$ cat config.mk
export PLATFORM = sky130hd
export DESIGN_NAME = pwm_meas_flat
export DESIGN_NICKNAME = d
export VERILOG_FILES = /design/src/rtl/pwm_meas_pkg.sv /design/src/rtl/pwm_meas_if.sv /design/src/rtl/pwm_meas_sync.sv /design/src/rtl/pwm_meas.sv /design/src/flat_wrapper.sv
export SDC_FILE = /design/constraint.sdc
export NUM_CORES = 1
export LEC_CHECK = 0
export ABC_AREA = 0
export BUFFER_PORTS_ARGS = -buffer_cell sky130_fd_sc_hd__buf_4
export CAP_MARGIN = 20
export CORE_MARGIN = 3
export CORE_UTILIZATION = 25
export DETAILED_ROUTE_END_ITERATION = 8
export PLACE_DENSITY_LB_ADDON = 0.3
export SYNTH_ARGS = -nofsm -noshare
export SYNTH_HDL_FRONTEND = slang
export SYNTH_SLANG_ARGS = --single-unit
$ cat constraint.sdc
create_clock -name mclk -period 3.2 [get_ports mclk]
set_input_delay 0.96 -clock mclk [delete_from_list [all_inputs] [get_ports mclk]]
set_output_delay 0.96 -clock mclk [all_outputs]
set_load 0.02 [all_outputs]
$ cat src/rtl/pwm_meas_pkg.sv
// Shared types and constants for the PWM period/duty measurement block.
package pwm_meas_pkg;

  localparam int CNT_W   = 16;
  localparam int SCNT_W  = 15;
  localparam int GPIO_W  = 8;
  localparam int SEL_W   = 3;
  localparam int SCALE_W = 4;

  typedef enum logic [2:0] {
    ST_IDLE,
    ST_ARM,
    ST_HIGH,
    ST_LOW,
    ST_DONE
  } meas_state_t;

  // Scale 0 yields an empty mask, so every cycle ticks.
  function automatic logic tick_hit(input logic [SCNT_W-1:0]  scnt,
                                    input logic [SCALE_W-1:0] scale);
    logic [SCNT_W-1:0] mask;
    mask = SCNT_W'((32'd1 << scale) - 32'd1);
    return &(scnt | ~mask);
  endfunction

endpackage

$ cat src/rtl/pwm_meas_if.sv
// Configuration and result bundle of pwm_meas; master drives config and pads.
interface pwm_meas_if;
  import pwm_meas_pkg::*;

  logic [GPIO_W-1:0]  pad_gpio;
  logic               cfg_meas_enb;
  logic [SEL_W-1:0]   cfg_meas_gpio_sel;
  logic [SCALE_W-1:0] cfg_meas_scale;
  logic               cfg_meas_inv;
  logic               cfg_meas_oneshot;
  logic [CNT_W-1:0]   meas_high;
  logic [CNT_W-1:0]   meas_low;
  logic               meas_vld;
  logic               meas_done;
  logic               meas_ovflow;

  modport master (
    output pad_gpio, cfg_meas_enb, cfg_meas_gpio_sel, cfg_meas_scale,
           cfg_meas_inv, cfg_meas_oneshot,
    input  meas_high, meas_low, meas_vld, meas_done, meas_ovflow
  );

  modport slave (
    input  pad_gpio, cfg_meas_enb, cfg_meas_gpio_sel, cfg_meas_scale,
           cfg_meas_inv, cfg_meas_oneshot,
    output meas_high, meas_low, meas_vld, meas_done, meas_ovflow
  );

endinterface

$ cat src/rtl/pwm_meas_sync.sv
// Pad synchronizer, polarity inversion and edge detector for pwm_meas.
// Define PWM_MEAS_GLITCH_FILTER_EN to require 3 equal samples before a level change.
module pwm_meas_sync
  import pwm_meas_pkg::*;
(
  input  logic              mclk,
  input  logic              h_reset_n,
  input  logic [GPIO_W-1:0] pad_gpio,
  input  logic [SEL_W-1:0]  gpio_sel,
  input  logic              inv,
  output logic              rise,
  output logic              fall
);

  logic sync_p0, sync_p1, cond_p2;
  logic level, cond_in;

  // Stage p0/p1: two-flop synchronizer on the selected pad
  always_ff @(posedge mclk or negedge h_reset_n) begin
    if (!h_reset_n) begin
      sync_p0 <= 1'b0;
      sync_p1 <= 1'b0;
    end else begin
      sync_p0 <= pad_gpio[gpio_sel];
      sync_p1 <= sync_p0;
    end
  end

`ifdef PWM_MEAS_GLITCH_FILTER_EN
  logic hist_p2, hist_p3, filt_p4, filt_next;

  always_comb begin
    filt_next = filt_p4;
    if ((sync_p1 == hist_p2) && (hist_p2 == hist_p3))
      filt_next = sync_p1;
  end

  // Stage p2..p4: sample history and filtered level
  always_ff @(posedge mclk or negedge h_reset_n) begin
    if (!h_reset_n) begin
      hist_p2 <= 1'b0;
      hist_p3 <= 1'b0;
      filt_p4 <= 1'b0;
    end else begin
      hist_p2 <= sync_p1;
      hist_p3 <= hist_p2;
      filt_p4 <= filt_next;
    end
  end

  assign level = filt_next;
`else
  assign level = sync_p1;
`endif

  assign cond_in = level ^ inv;

  // Stage p2: conditioned level register for edge comparison
  always_ff @(posedge mclk or negedge h_reset_n) begin
    if (!h_reset_n) cond_p2 <= 1'b0;
    else            cond_p2 <= cond_in;
  end

  assign rise = cond_in & ~cond_p2;
  assign fall = ~cond_in & cond_p2;

endmodule

$ cat src/rtl/pwm_meas.sv
// PWM measurement: counts prescaled ticks of active and inactive phases of a pad.
// Optional build macro PWM_MEAS_GLITCH_FILTER_EN (see pwm_meas_sync).
module pwm_meas
  import pwm_meas_pkg::*;
(
  input  logic       mclk,
  input  logic       h_reset_n,
  pwm_meas_if.slave  bus
);

  meas_state_t       state;
  logic [CNT_W-1:0]  cnt;
  logic [SCNT_W-1:0] scnt;
  logic [CNT_W-1:0]  high_cap, low_cap;
  logic              vld_r, done_r, ovf_r;
  logic              rise, fall, tick;
  logic [CNT_W:0]    cnt_sum;
  logic              sat;
  logic [CNT_W-1:0]  cnt_nxt;

  // Returns {saturated, value}; value clamps at all ones.
  function automatic logic [CNT_W:0] sat_add(input logic [CNT_W-1:0] a,
                                             input logic             inc);
    logic [CNT_W:0] s;
    s = {1'b0, a} + {{CNT_W{1'b0}}, inc};
    if (s[CNT_W]) return {1'b1, {CNT_W{1'b1}}};
    return s;
  endfunction

  pwm_meas_sync u_sync (
    .mclk      (mclk),
    .h_reset_n (h_reset_n),
    .pad_gpio  (bus.pad_gpio),
    .gpio_sel  (bus.cfg_meas_gpio_sel),
    .inv       (bus.cfg_meas_inv),
    .rise      (rise),
    .fall      (fall)
  );

  assign tick    = tick_hit(scnt, bus.cfg_meas_scale);
  assign cnt_sum = sat_add(cnt, tick);
  assign sat     = cnt_sum[CNT_W];
  assign cnt_nxt = cnt_sum[CNT_W-1:0];

  // Prescaler restarts on every edge so each phase is counted from its start
  always_ff @(posedge mclk or negedge h_reset_n) begin
    if (!h_reset_n)
      scnt <= '0;
    else if (state == ST_IDLE || state == ST_ARM || rise || fall)
      scnt <= '0;
    else
      scnt <= scnt + SCNT_W'(1);
  end

  always_ff @(posedge mclk or negedge h_reset_n) begin
    if (!h_reset_n) begin
      state    <= ST_IDLE;
      cnt      <= '0;
      high_cap <= '0;
      low_cap  <= '0;
      vld_r    <= 1'b0;
      done_r   <= 1'b0;
      ovf_r    <= 1'b0;
    end else begin
      done_r <= 1'b0;
      if (!bus.cfg_meas_enb) begin
        state <= ST_IDLE;
        cnt   <= '0;
        vld_r <= 1'b0;
        ovf_r <= 1'b0;
      end else begin
        case (state)
          ST_IDLE: begin
            state <= ST_ARM;
            cnt   <= '0;
          end
          ST_ARM: begin
            if (rise) begin
              state <= ST_HIGH;
              cnt   <= '0;
            end
          end
          ST_HIGH: begin
            if (sat) ovf_r <= 1'b1;
            if (fall) begin
              high_cap <= cnt_nxt;
              cnt      <= '0;
              state    <= ST_LOW;
            end else begin
              cnt <= cnt_nxt;
            end
          end
          ST_LOW: begin
            if (sat) ovf_r <= 1'b1;
            if (rise) begin
              low_cap <= cnt_nxt;
              cnt     <= '0;
              done_r  <= 1'b1;
              vld_r   <= 1'b1;
              state   <= bus.cfg_meas_oneshot ? ST_DONE : ST_HIGH;
            end else begin
              cnt <= cnt_nxt;
            end
          end
          ST_DONE: state <= ST_DONE;
          default: state <= ST_IDLE;
        endcase
      end
    end
  end

  assign bus.meas_high   = high_cap;
  assign bus.meas_low    = low_cap;
  assign bus.meas_vld    = vld_r;
  assign bus.meas_done   = done_r;
  assign bus.meas_ovflow = ovf_r;

endmodule
$ cat src/flat_wrapper.sv
// flat-port wrapper written by rule: the top's interface ports become plain ports
module pwm_meas_flat import pwm_meas_pkg::*;
  (mclk, h_reset_n, bus_pad_gpio, bus_cfg_meas_enb, bus_cfg_meas_gpio_sel, bus_cfg_meas_scale, bus_cfg_meas_inv, bus_cfg_meas_oneshot, bus_meas_high, bus_meas_low, bus_meas_vld, bus_meas_done, bus_meas_ovflow);
  pwm_meas_if bus_i ();
  input  logic mclk;
  input  logic h_reset_n;
  input wire logic [$bits(bus_i.pad_gpio)-1:0] bus_pad_gpio;
  input wire logic [$bits(bus_i.cfg_meas_enb)-1:0] bus_cfg_meas_enb;
  input wire logic [$bits(bus_i.cfg_meas_gpio_sel)-1:0] bus_cfg_meas_gpio_sel;
  input wire logic [$bits(bus_i.cfg_meas_scale)-1:0] bus_cfg_meas_scale;
  input wire logic [$bits(bus_i.cfg_meas_inv)-1:0] bus_cfg_meas_inv;
  input wire logic [$bits(bus_i.cfg_meas_oneshot)-1:0] bus_cfg_meas_oneshot;
  output wire logic [$bits(bus_i.meas_high)-1:0] bus_meas_high;
  output wire logic [$bits(bus_i.meas_low)-1:0] bus_meas_low;
  output wire logic [$bits(bus_i.meas_vld)-1:0] bus_meas_vld;
  output wire logic [$bits(bus_i.meas_done)-1:0] bus_meas_done;
  output wire logic [$bits(bus_i.meas_ovflow)-1:0] bus_meas_ovflow;
  assign bus_i.pad_gpio = bus_pad_gpio;
  assign bus_i.cfg_meas_enb = bus_cfg_meas_enb;
  assign bus_i.cfg_meas_gpio_sel = bus_cfg_meas_gpio_sel;
  assign bus_i.cfg_meas_scale = bus_cfg_meas_scale;
  assign bus_i.cfg_meas_inv = bus_cfg_meas_inv;
  assign bus_i.cfg_meas_oneshot = bus_cfg_meas_oneshot;
  assign bus_meas_high = bus_i.meas_high;
  assign bus_meas_low = bus_i.meas_low;
  assign bus_meas_vld = bus_i.meas_vld;
  assign bus_meas_done = bus_i.meas_done;
  assign bus_meas_ovflow = bus_i.meas_ovflow;
  pwm_meas u_core (.mclk(mclk), .h_reset_n(h_reset_n), .bus(bus_i));
endmodule
== Word-level counts from Yosys, hierarchy flattened ==
Cells that the tools add are included.
Storage, ports and cells
  output and inout port bits: 35
  word-level logic and storage cells: 73
  bits in registers: 72
  input bits: 20
Cells by class
  bitwise operators: 7
  $lt $le $gt $ge: 1
  reductions and logical operators: 12
  $add $sub $neg: 3
  eq/ne operators: 12
  shifts and indexed selects: 1
  muxes and demuxes: 26
Operators by type and width (count)
  $mux W16: 4
  $pmux W16 S4: 1
  $mux W17: 2
  $add A16 B1 Y17: 1
  $add A15 B1 Y15 const B: 1
  $mux W15: 1
  $mux W3: 5
  $not A15 Y15: 1
  $or A15 B15 Y15: 1
  $pmux W3 S5: 1
  $reduce_and A15 Y1: 1
  $shl A1 B4 Y15 const A: 1
  $sub A15 B1 Y15 const B: 1
  $mux W1: 11
  $ne A3 B2 Y1 const B: 3
  $reduce_and A3 Y1: 3
  $eq A3 B2 Y1 const B: 2
  $ne A2 B1 Y1 const B: 3
  $reduce_and A2 Y1: 3
  $ne A5 B1 Y1 const B: 1
  $lt A3 B4 Y1 const B: 1
  $bmux W1 S3: 1
  $eq A3 B1 Y1 const B: 1
  $eq A3 B3 Y1 const B: 1
  7 further kinds: 11

== Logic depth before layout (Yosys ltp) ==
  word-level depth: 11
  gate-level depth with buffers: 17
  mapped depth without buffers: 14

== Modules after synthesis ==
Synthesis repeated with hierarchy kept, for this count alone.
Unflattened totals
  cells, all modules: 407
  area total of the unflattened synthesis: 3766.1 um^2
By module, submodules not included
  pwm_meas: instances 1, sequential area each 1726.7 um^2, cells each 397, area an instance 3604.7 um^2
  pwm_meas_sync: instances 1, sequential area each 75.1 um^2, cells each 10, area an instance 161.4 um^2

== Least setup slack after synthesis ==
Ideal clock, no wire load.
  path type: in2reg
  start point: in bus_cfg_meas_scale[2]
  end point: reg u_core.high_cap[13], in the netlist u_core.bus.meas_high[13]
  data arrival time: 3.918 ns
  setup time: 0.076 ns
  path buffers: 3
  required time: 3.124 ns
  stages on the path: 17
  path slack: -0.794 ns
  cells stage by stage: clkbuf_1 > nor2_1 > nand3_1 > ha_1 > clkbuf_1 > and2_1 > o2111ai_1 > o221ai_1 > a211oi_1 > and3_1 > ha_1 > and4_4 > nand2_2 > nor4_4 > buf_6 > nor2_1 > o21ai_1
Between the ends
  word-level cells in the longest chain between the ends: 8
Ends and longest elaborated chain
  start: declaration: RTL line flat_wrapper.sv:10  | input wire logic [$bits(bus_i.cfg_meas_scale)-1:0] bus_cfg_meas_scale;
  $shl A1 B4 Y15 *: RTL line pwm_meas_pkg.sv:22  | mask = SCNT_W'((32'd1 << scale) - 32'd1);
  $sub A15 B1 Y15 *: RTL line pwm_meas_pkg.sv:22
  $not A15 Y15 *: RTL line pwm_meas_pkg.sv:23  | return &(scnt | ~mask);
  $or A15 B15 Y15 *: RTL line pwm_meas_pkg.sv:23
  $reduce_and A15 Y1 *: RTL line pwm_meas_pkg.sv:23
  $add A16 B1 Y17 *: RTL line pwm_meas.sv:25  | s = {1'b0, a} + {{CNT_W{1'b0}}, inc};
  $mux W1: RTL line pwm_meas.sv:26  | if (s[CNT_W]) return {1'b1, {CNT_W{1'b1}}};
  $mux W17 *: RTL line pwm_meas.sv:27  | return s;
  end signal: assignment: RTL line pwm_meas.sv:86  | high_cap <= cnt_nxt;
  end: declaration: RTL line pwm_meas.sv:14  | logic [CNT_W-1:0] high_cap, low_cap;
Mark *: on every way between the ends. The rest lies on a longest branch, timed or not.
A chain may end at the register's enable or synchronous reset.

== Worst setup path in the final report ==
  start point: in bus_cfg_meas_scale[1]
  end point: reg u_core.low_cap[13], in the netlist u_core.bus.meas_low[13]
Between the ends
  word-level cells in the longest chain between the ends: 8
Ends and longest elaborated chain
  $shl A1 B4 Y15 *: RTL line pwm_meas_pkg.sv:22
  $sub A15 B1 Y15 *: RTL line pwm_meas_pkg.sv:22
  $not A15 Y15 *: RTL line pwm_meas_pkg.sv:23
  $or A15 B15 Y15 *: RTL line pwm_meas_pkg.sv:23
  $reduce_and A15 Y1 *: RTL line pwm_meas_pkg.sv:23
  $add A16 B1 Y17 *: RTL line pwm_meas.sv:25
  $mux W1: RTL line pwm_meas.sv:26
  $mux W17 *: RTL line pwm_meas.sv:27
  end signal: assignment: RTL line pwm_meas.sv:96  | low_cap <= cnt_nxt;
  end: declaration: RTL line pwm_meas.sv:14
Marks and branches as above.

==> impl_metrics.toml <==
[finish]
antenna_cells = 0
mostFrequentLayoutCells = "buf_4, dfrtp_1, nand2_1, o21ai_1, nor2_1"
fin_nets = 520
ff_latch_area_um2 = 1800
nFillCells = 1400
drive_gt1_share_pct = 36.5
final_common_cell = "buf_4"
area_delta_synth_final_pct = 43.0
utilization_pct = 37.4
multi_input_area_um2 = 2090
finalNonFillerCells = 681

[placement]
dp_hpwl_mm = 6.78
port_buffers = 54
place_congestion = 0.886
place_inst = 654

[critical_path]
cp.required_ps = 3400
reg2reg_depth = 12
setup.worst_path.class = "primary input to flip-flop"
start_kind = "primary input"
worstSetupEndpointType = "flip-flop"
arrival_ps = 3540
worstPathMaxFanout = 4

[power_and_ir_drop]
power_density_nw_per_um2 = 400
ir_worst_vdd_v = 0.000248
leakagePower_uw = 0.00230

[route]
wl_per_cell_um = 14.7
first_iter_violations = 214
drt-vias-per-instance = 4.85
routed-wl-met2_mm = 4.73
via_count = 3300
drc = 0
drt-met1-wl_mm = 4.58
totalWireLength_mm = 10.0
wl_met3_um = 487
drtPass1Iterations = 4
postRouteAntennaNets = 0
route.top_layer_used = "met4"

[yosys]
syn_area_per_cell_um2 = 9.04
yosysTopAreaCellShare_pct = 48.7
netlist_instances = 409
async_flop_share_pct = 100
synth_area_um2 = 3700
synth_area_leaders = "dfrtp_1, o21ai_0, nand2_1"
synth_warnings = 0
synth_edf_count = 0
syn_nets = 433
synth_flop_cell = "dfrtp_1"
ys_seq_area_share_pct = 48.7
synth.largest_area_cell = "dfrtp_1"
ys_types = 56
ys_seq_elements = 72

[timing]
tightest_slew_ps = 931
worst_slew_margin_rel_pct = 37.9
skew_ps = 6.88
grt_setup_unrepaired = "true"
drv_slew = 0
fmax_mhz = 299
setup_viol = 40
layout_setup_ws_ps = -142
final-hold-violation-count = 0
post-route-period-util_pct = 104
fin_crit_ps = 3340

[clock_network]
clock_latency_ps = 330
root_buffer = "clkbuf_16"
cts.htree.levels = 3
cts_sinks = 72
clk_pin_slew_ps = 60
cts_buffers = 9
clock_path_buffers = 2
cts_tree = "done"
cts_hold_buf = 0

[die]
die-area_um2 = 16300
io_pins = 55
coreArea_um2 = 14100
die_h_um = 128
fp.dieW_um = 128
rows = 43
initial_core_util_pct = 26.1

[worst_hold_path]
hold_path.class = "flip-flop to flip-flop"
min_path_cells = 0

[global_route]
grt_first_pass_wirelength_mm = 16.6
groute.usage.overall_pct = 12.6
grt-ovfl-total = 0
antenna_found_initial = 0
grt_max_degree = 73
grt_pass1_vias = 3309

[run_status]
violations = "setup timing"
outcome = "finished, violations left"

[job]
drv_cap = 0
==> metal layers <==
| metal | GRT usage, % | vias to the layer above |
|---|---|---|
| met3 | 2.22 | 17 |
| met5 | 0 | - |
| met4 | 5.99 | 0 |
| li1 | - | 1605 |
| met2 | 20.1 | 73 |
| met1 | 16.7 | 1605 |
==> Yosys cell counts, types with 2 or more instances <==
cell      instances
a31oi_1           3
nor3_1           12
and4_1            2
and2_1            5
o211ai_1          2
o21ai_1          21
a21oi_1          18
dfrtp_1          72
inv_1            17
mux4_2            2
xnor2_1          12
and3_1            3
clkbuf_1         13
nor2_1           41
nor4_1            2
nand2_1          57
nand4_1           7
buf_2             7
nand2_2           2
o2111a_1          2
ha_1              4
o21ai_0          45
xor2_1            5
nor2b_1           3
nand3_1          17
or3_1             2
a21o_1            3
xnor2_2           2
==> flip-flops by register name (all words and copies together) (netlist names) <==
| name | flops |
|---|---|
| u_core.scnt | 15 |
| u_core.u_sync.sync_p0 | 1 |
| u_core.cnt | 16 |
| u_core.bus.meas_done | 1 |
| u_core.u_sync.level | 1 |
| u_core.u_sync.cond_p2 | 1 |
| u_core.bus.meas_ovflow | 1 |
| u_core.bus.meas_low | 16 |
| u_core.bus.meas_vld | 1 |
| u_core.bus.meas_high | 16 |
| u_core.state | 3 |
==> timing repair <==
action | 4_1_cts | 5_1_grt
pin swaps | 27 | 21
setup endpoints to repair | 49 | 49
cloned | 0 | 0
buffers inserted | 6 | 8
resized for setup | 46 | 49
==> path summary, 6_finish.rpt <==
| check | slack, ps | end | start |
|---|---|---|---|
| max | -140 | u_core.bus.meas_low[13] | bus_cfg_meas_scale[1] |
| min | 350 | u_core.u_sync.level | u_core.u_sync.sync_p0 |
| max reg2reg | 570 | u_core.bus.meas_low[13] | u_core.scnt[4] |
| min reg2reg | 350 | u_core.u_sync.level | u_core.u_sync.sync_p0 |
| max in group asynchronous | 1830 | u_core.bus.meas_high[7] | h_reset_n |
| min in group asynchronous | 770 | u_core.scnt[14] | h_reset_n |
==> power breakdown <==
part           total [µW]  switching [µW]  internal [µW]
Combinational         170            99.5           70.2
Sequential            936            15.0            921
Clock                1010             364            647
==> cells by family after synthesis <==
kind of cell,synth area share [%]
compound gates,16.1
fa+ha+maj,1.35
buf+inv,4.60
simple gates,22.5
xor+xnor,4.91
mux,1.79
flops,48.7
==> stage by stage <==
step           setup WS (ps)  hold WS, ps  area (µm²)  setup TNS (ps)  power (µW)
6_report                -142          353        5290           -2220        2120
5_1_grt                 -285          367        5290           -9440        2210
4_1_cts                 -148          358        5030           -5220        2140
3_3_place_gp            -543          337        4500          -21120        1110
2_1_floorplan           -556          331        3770          -17100        1040
3_5_place_dp            -643          345        4510          -25200        1110
==> critical path, stage by stage <==
cell and delay [ps]:
buf_8 100, nor2_4 140, nand3_2 110, ha_4 180, and2_4 140, o2111ai_2 180, o221ai_2 130, a211oi_2 200
and3_4 220, buf_4 110, ha_4 120, and2_4 140, or4b_4 480, xnor2_2 160, nor2_4 100, o21ai_1 60
==> final cells by class <==
| class | count | area share (%) |
|---|---|---|
| Clock buffer | 14 | 4.99 |
| Timing Repair Buffer | 98 | 15.2 |
| Multi-Input combinational cell | 297 | 39.5 |
| Tap cell | 180 | 4.26 |
| Inverter | 18 | 1.28 |
| Clock inverter | 2 | 0.710 |
| Sequential cell | 72 | 34.1 |
Power figures use the tool's default switching activity.
